$ cat src/rtl/sync_fifo.sv
// sync_fifo: single-clock first-word-fall-through FIFO, arbitrary depth, full-recirculation capable
module sync_fifo #(
  parameter int DATA_WIDTH = 8,
  parameter int FIFO_DEPTH = 50
) (
  input  logic                  clk_i,
  input  logic                  rst_i,
  input  logic                  enq_i,
  input  logic                  deq_i,
  input  logic [DATA_WIDTH-1:0] din_i,
  output logic [DATA_WIDTH-1:0] dout_o,
  output logic                  full_o_n,
  output logic                  empty_o_n
);
  localparam int PW = $clog2(FIFO_DEPTH);
  localparam int CW = $clog2(FIFO_DEPTH + 1);
  logic [PW-1:0]         r_wr_ptr, r_rd_ptr;
  logic [CW-1:0]         r_count;
  logic [DATA_WIDTH-1:0] r_mem [FIFO_DEPTH];
  logic                  w_do_enq, w_do_deq;
  logic [PW-1:0]         w_wr_nxt, w_rd_nxt;
  assign full_o_n  = r_count != CW'(FIFO_DEPTH);
  assign empty_o_n = r_count != '0;
  assign w_do_enq  = enq_i & (full_o_n | deq_i);
  assign w_do_deq  = deq_i & empty_o_n;
  assign w_wr_nxt  = (r_wr_ptr == PW'(FIFO_DEPTH - 1)) ? '0 : r_wr_ptr + PW'(1);
  assign w_rd_nxt  = (r_rd_ptr == PW'(FIFO_DEPTH - 1)) ? '0 : r_rd_ptr + PW'(1);
  assign dout_o    = r_mem[r_rd_ptr];
  // pointers and occupancy; reset discards contents logically
  always_ff @(posedge clk_i) begin
    if (rst_i) begin
      r_wr_ptr <= '0;
      r_rd_ptr <= '0;
      r_count  <= '0;
    end else begin
      if (w_do_enq) r_wr_ptr <= w_wr_nxt;
      if (w_do_deq) r_rd_ptr <= w_rd_nxt;
      r_count <= r_count + CW'(w_do_enq) - CW'(w_do_deq);
    end
  end
  // storage array, deliberately unreset
  always_ff @(posedge clk_i) begin
    if (!rst_i && w_do_enq) r_mem[r_wr_ptr] <= din_i;
  end
`ifndef SYNTHESIS
  // occupancy invariants
  always @(posedge clk_i) begin
    if (!rst_i) begin
      assert (!(w_do_enq && !w_do_deq && !full_o_n)) else $error("sync_fifo overflow");
      assert (!(w_do_deq && !empty_o_n)) else $error("sync_fifo underflow");
      assert (r_count <= CW'(FIFO_DEPTH)) else $error("sync_fifo count out of range");
    end
  end
`endif
endmodule

$ cat config.mk
export PLATFORM = sky130hd
export DESIGN_NAME = sync_fifo
export DESIGN_NICKNAME = d
export VERILOG_FILES = /design/src/rtl/sync_fifo.sv
export SDC_FILE = /design/constraint.sdc
export NUM_CORES = 1
export LEC_CHECK = 0
export BUFFER_PORTS_ARGS = -buffer_cell sky130_fd_sc_hd__buf_2
export CAP_MARGIN = 30
export CORE_ASPECT_RATIO = 0.9
export CORE_MARGIN = 10
export CORE_UTILIZATION = 40
export CTS_BUF_LIST = sky130_fd_sc_hd__clkbuf_4
export CTS_CLUSTER_SIZE = 25
export DETAILED_ROUTE_END_ITERATION = 7
export PLACE_DENSITY = 0.65
export SYNTH_ARGS = -nofsm -noshare
export SYNTH_HDL_FRONTEND = slang
export SYNTH_SLANG_ARGS = --single-unit
$ cat constraint.sdc
create_clock -name clk_i -period 7.3 [get_ports clk_i]
set_input_delay 1.46 -clock clk_i [delete_from_list [all_inputs] [get_ports clk_i]]
set_output_delay 1.46 -clock clk_i [all_outputs]
set_load 0.005 [all_outputs]
[Word-level counts from Yosys, hierarchy flattened]
Memories as Yosys holds them, arrays and structs flattened. A register that Yosys moved wholly into a read port is not among the register bits.
Cells that the tools add are included.
Cells by class
  add/sub/neg operators: 4
  eq/ne operators: 3
  muxes and demuxes: 6
  bitwise gates (word level): 3
  reductions and logical operators: 3
Operator list (count)
  6-bit 2-to-1 mux: 4
  6-bit by 1-bit adder with 6-bit output, second input constant: 2
  6-bit equality test, second input constant: 2
  6-bit by 1-bit adder with 6-bit output: 1
  6-bit != test, second input constant: 1
  6-bit nonzero test: 1
  6-bit by 1-bit subtractor with 6-bit output: 1
  1-bit bitwise AND: 2
  1-bit 2-to-1 mux: 2
  1-bit logical AND: 1
  1-bit logical NOT: 1
  1-bit bitwise OR: 1
Storage, ports and cells
  flip-flop bits (word level): 18
  bits in writable memories: 400
  input port bits: 12
  output and inout bits: 10
  word-level logic and storage cells: 23
  memories kept: 1
Memory list
  r_mem: words 50, width 8, read ports 1, clocked after memory_dff 1, write ports 1, line 19  | logic [DATA_WIDTH-1:0] r_mem [FIFO_DEPTH];

[Logic depth before layout (Yosys ltp)]
  depth in word-level cells: 6
  gate-level depth with buffers: 15
  mapped depth without buffers: 15

[Worst setup path after synthesis]
Ideal clock, no wire load.
  path kind: input -> register
  from: input port deq_i
  to: register r_count[5]
  setup time: 0.121 ns
  arrival time: 3.254 ns
  slack: 3.926 ns
  stages: 10
  path buffers: 1
  cell sequence: and2_1 > clkbuf_1 > ha_1 > inv_1 > ha_1 > a21o_1 > a21oi_1 > o21bai_1 > a21oi_1 > mux2_2
On the way
  cells in the longest elaborated chain, start to end: 4
  elaborated cells between the ends (all ways): 5
Ends and longest elaborated chain
  start: declaration: line 9  | input logic deq_i,
  1-bit bitwise OR: line 24  | assign w_do_enq = enq_i & (full_o_n | deq_i);
  1-bit bitwise AND: line 24
  6-bit by 1-bit adder with 6-bit output: line 38  | r_count <= r_count + CW'(w_do_enq) - CW'(w_do_deq);
  6-bit by 1-bit subtractor with 6-bit output *: line 38
  end signal: assignment: line 38
  end: declaration: line 18  | logic [CW-1:0] r_count;
Every way passes the cells marked *; elsewhere a longest branch is shown, timed or not.
A chain may end at the register's enable or synchronous reset.

==> flow_summary.json <==
{
  "avgSynthCellArea_um2": 19.2,
  "gp_congestion": 0.797,
  "fin_tns_setup_ns": 0,
  "io_pins": 22,
  "synthTopCellsByArea": "edfxtp_1, mux4_2, dfxtp_1, mux2i_1, nor2_1",
  "power_frac_seq_pct": 49.9,
  "layout_min_cycle_time_ns": 4.78,
  "hold_class": "reg2reg",
  "setup_viol": 0,
  "coreArea_um2": 40900,
  "h-tree-depth": 3,
  "synth_fa_ha_area_share_pct": 1.10,
  "use_met3_pct": 5.04,
  "r2r-start": "r_count[2]",
  "rsz0062_at_grt": "false",
  "wl_um": 38200,
  "ff2ff_setup_slack_ns": 4.18,
  "synth_top_family_by_area": "multiplexers",
  "ant_nets": 0,
  "tightest_slew_ns": 1.03,
  "critPathCaptureType": "output port",
  "finalHoldViolations": 0,
  "synth-simple-area-share_pct": 4.53,
  "die_x_um": 235,
  "antenna_found_initial": 4,
  "ctsHoldBuffers": 0,
  "critPathLaunchType": "flop",
  "synth_compound_area_share_pct": 3.26,
  "slowest_stage": "dfxtp_4",
  "switchingPower_uw": 1410,
  "cts_setup_buffers": 0,
  "synthToLayoutAreaGrowth_pct": 11.8,
  "grt_max_degree": 52,
  "synth.distinct_cells": 46,
  "grt_overflow": 0,
  "vdd_drop_max_uv": 119,
  "internal_power_uw": 4090,
  "synth_warnings": 0,
  "path_cells": "buf_12 -> mux4_2 -> a22oi_1 -> nand3b_1 -> a32o_1 -> buf_2",
  "final_area_um2": 18700,
  "whs_endpoint": "r_wr_ptr[0]",
  "cp.arrival_ns": 3.32,
  "portBuffers": 21,
  "vias": 8725,
  "dr.pass1.iters": 5,
  "clk_latency_ns": 0.75,
  "reg2reg_to": "r_mem[35][0]",
  "power_frac_comb_pct": 17.1,
  "dominantRegCellSynth": "edfxtp_1",
  "die_y_um": 214,
  "cellLeakagePower_uw": 0.00583,
  "nets": 987,
  "clk_pin_slew_ns": 0.07,
  "fin_cells": 1569,
  "yosys.area.top_type": "edfxtp_1",
  "wl_per_cell_um": 24.4,
  "synthArstFlopShare_pct": 0,
  "drt_iter0_drc": 805,
  "rows": 70,
  "clock_power_share_pct": 33.0,
  "start_util_pct": 40.8,
  "use_met2_pct": 22.6,
  "cp.required_ns": 5.84,
  "drc": 0,
  "synth_area_um2": 16700,
  "worst_slack_ns": 2.52,
  "synth_edf_count": 400,
  "cts.sinks": 424,
  "postSynthCellCount": 868,
  "place_ws_ns": 2.90,
  "p_sw_share_pct": 25.6,
  "use_met1_pct": 20.6,
  "synth-seq-cells": 424,
  "grt_pass1_wl_um": 57600,
  "via_per_inst": 5.56,
  "muxShareOfSynthArea_pct": 13.9,
  "synth_nets": 894,
  "drive_above_1_share_pct": 28.1,
  "yosysSeqAreaShare_pct": 74.9,
  "dpl.hpwl_um": 23400,
  "slew_viol_final": 0,
  "synth_top_area_share_pct": 72.0,
  "root_buffer": "clkbuf_4",
  "powerDensity_nw_per_um2": 295,
  "grt_usage_pct": 15.3,
  "dpl-instance-area_um2": 17400,
  "slew_headroom_pct": 30.9,
  "tritoncts": "yes",
  "maxCapViolCount": 0,
  "fin_crit_sh_pct": 65.4,
  "hp-start": "r_wr_ptr[0]",
  "min_path_cells": 2,
  "rr_worst_depth": 8,
  "dieArea_um2": 50300,
  "synth_xor_area_share_pct": 0.578,
  "path_buf_inv": 2,
  "crit_path_max_fanout": 51,
  "critPathMaxStageDelay_ns": 0.86,
  "crit_family": "flip-flops",
  "place_inst": 1394,
  "grt_pass1_vias": 8910,
  "top_usage_layer": "met2",
  "status": "complete, no violations",
  "cts.path.max_buffers": 3,
  "fmax_ghz": 0.209,
  "post_cts_resized": 0,
  "cts_buffers": 101,
  "finClkSkew_ns": 0.0256,
  "path_class": "reg2out"
}
-- per-stage QoR --
stage	hold WS, ns	util (%)	total power [uW]
after global routing	0.606	45.6	5770
final	0.565	45.6	5500
after detailed placement	0.557	42.5	3740
after floorplan	0.507	-	3490
after global placement	0.536	42.3	3730
after CTS	0.565	45.5	5550
-- cell usage in the layout (no fill, tap or decap), types with 22 or more instances in the layout --
| cell type | count |
|---|---|
| edfxtp_1 | 400 |
| clkbuf_4 | 142 |
| mux4_2 | 88 |
| nor2_1 | 70 |
| mux2i_1 | 32 |
| nand2_1 | 25 |
| a22oi_1 | 24 |
| a21oi_1 | 23 |
| dfxtp_1 | 22 |
-- flip-flops by register name, indices dropped and copies added, names as in the netlist, named ones only --
register	count
r_count	6
r_mem	400
r_rd_ptr	6
r_wr_ptr	6
-- cell usage after synthesis, types with 2 or more instances --
cell type and n:
edfxtp_1 400, nand3_1 16, clkbuf_1 25, nor2b_1 6, buf_1 4, a21oi_1 23
nand2_1 25, inv_1 13, o21ai_0 8, a22oi_1 24, nand2b_1 9, nand4_1 5
a32o_1 8, nor2_1 71, and2_1 2, ha_1 13, dfxtp_1 24, a21o_1 3
buf_2 13, or3_1 4, buf_4 2, buf_6 5, xor2_1 8, a221oi_1 8
nor3_1 3, mux4_2 88, o21bai_1 2, mux2i_1 32, nand3b_1 5, xnor2_1 3
-- worst max-delay path by stage --
stage | from | to | slack (ns) | cells past startpoint
6_report | flop | dout_o[0] | 2.52 | 6
3_3_place_gp | flop | dout_o[7] | 2.90 | 6
2_1_floorplan | deq_i | r_count[5] | 3.93 | 10
4_1_cts | flop | dout_o[7] | 2.08 | 6
3_5_place_dp | flop | dout_o[7] | 2.90 | 6
5_1_grt | flop | dout_o[7] | 2.28 | 7
-- final cells by class --
cell class | count | area, um^2
fill | 3460 | 22200
sequential | 424 | 12500
multi-input combinational | 381 | 3900
clock buffer | 142 | 1070
tap | 540 | 676
timing repair buffer | 39 | 312
clock inverter | 28 | 148
inverter | 14 | 52.6
antenna | 1 | 2.50
-- cell families (layout without fill, tap and decap cells) --
group / after synthesis / in the layout
buffers and inverters: 63 / 223
AO/OA/AOI/OAI: 78 / 78
multiplexers: 121 / 121
XOR/XNOR: 11 / 11
adder cells (fa/ha/maj): 14 / 14
AND/OR/NAND/NOR: 157 / 157
other: 0 / 1
flip-flops: 424 / 424
-- layer usage --
layer  wire length [um]  vias up
met4               1110        6
met3               3690       88
met1              16300     4453
li1                   -     3762
met5                 28        -
met2              17200      416
-- worst min-delay path, delay by kind of cell (launching register included) --
kind | cells | cell delay, ns
DFF | 1 | 0.38
AOI/OAI and AO/OA | 1 | 0.05
and+or+nand+nor | 1 | 0.09
-- power groups by stage --
stage | Combinational (uW) | Sequential [uW] | Clock, uW
6_report | 942 | 2740 | 1810
5_1_grt | 1020 | 2750 | 1990
3_3_place_gp | 869 | 2860 | 0
2_1_floorplan | 743 | 2750 | 0
4_1_cts | 883 | 2800 | 1860
3_5_place_dp | 880 | 2860 | 0
(Power assumes the default switching activity.)
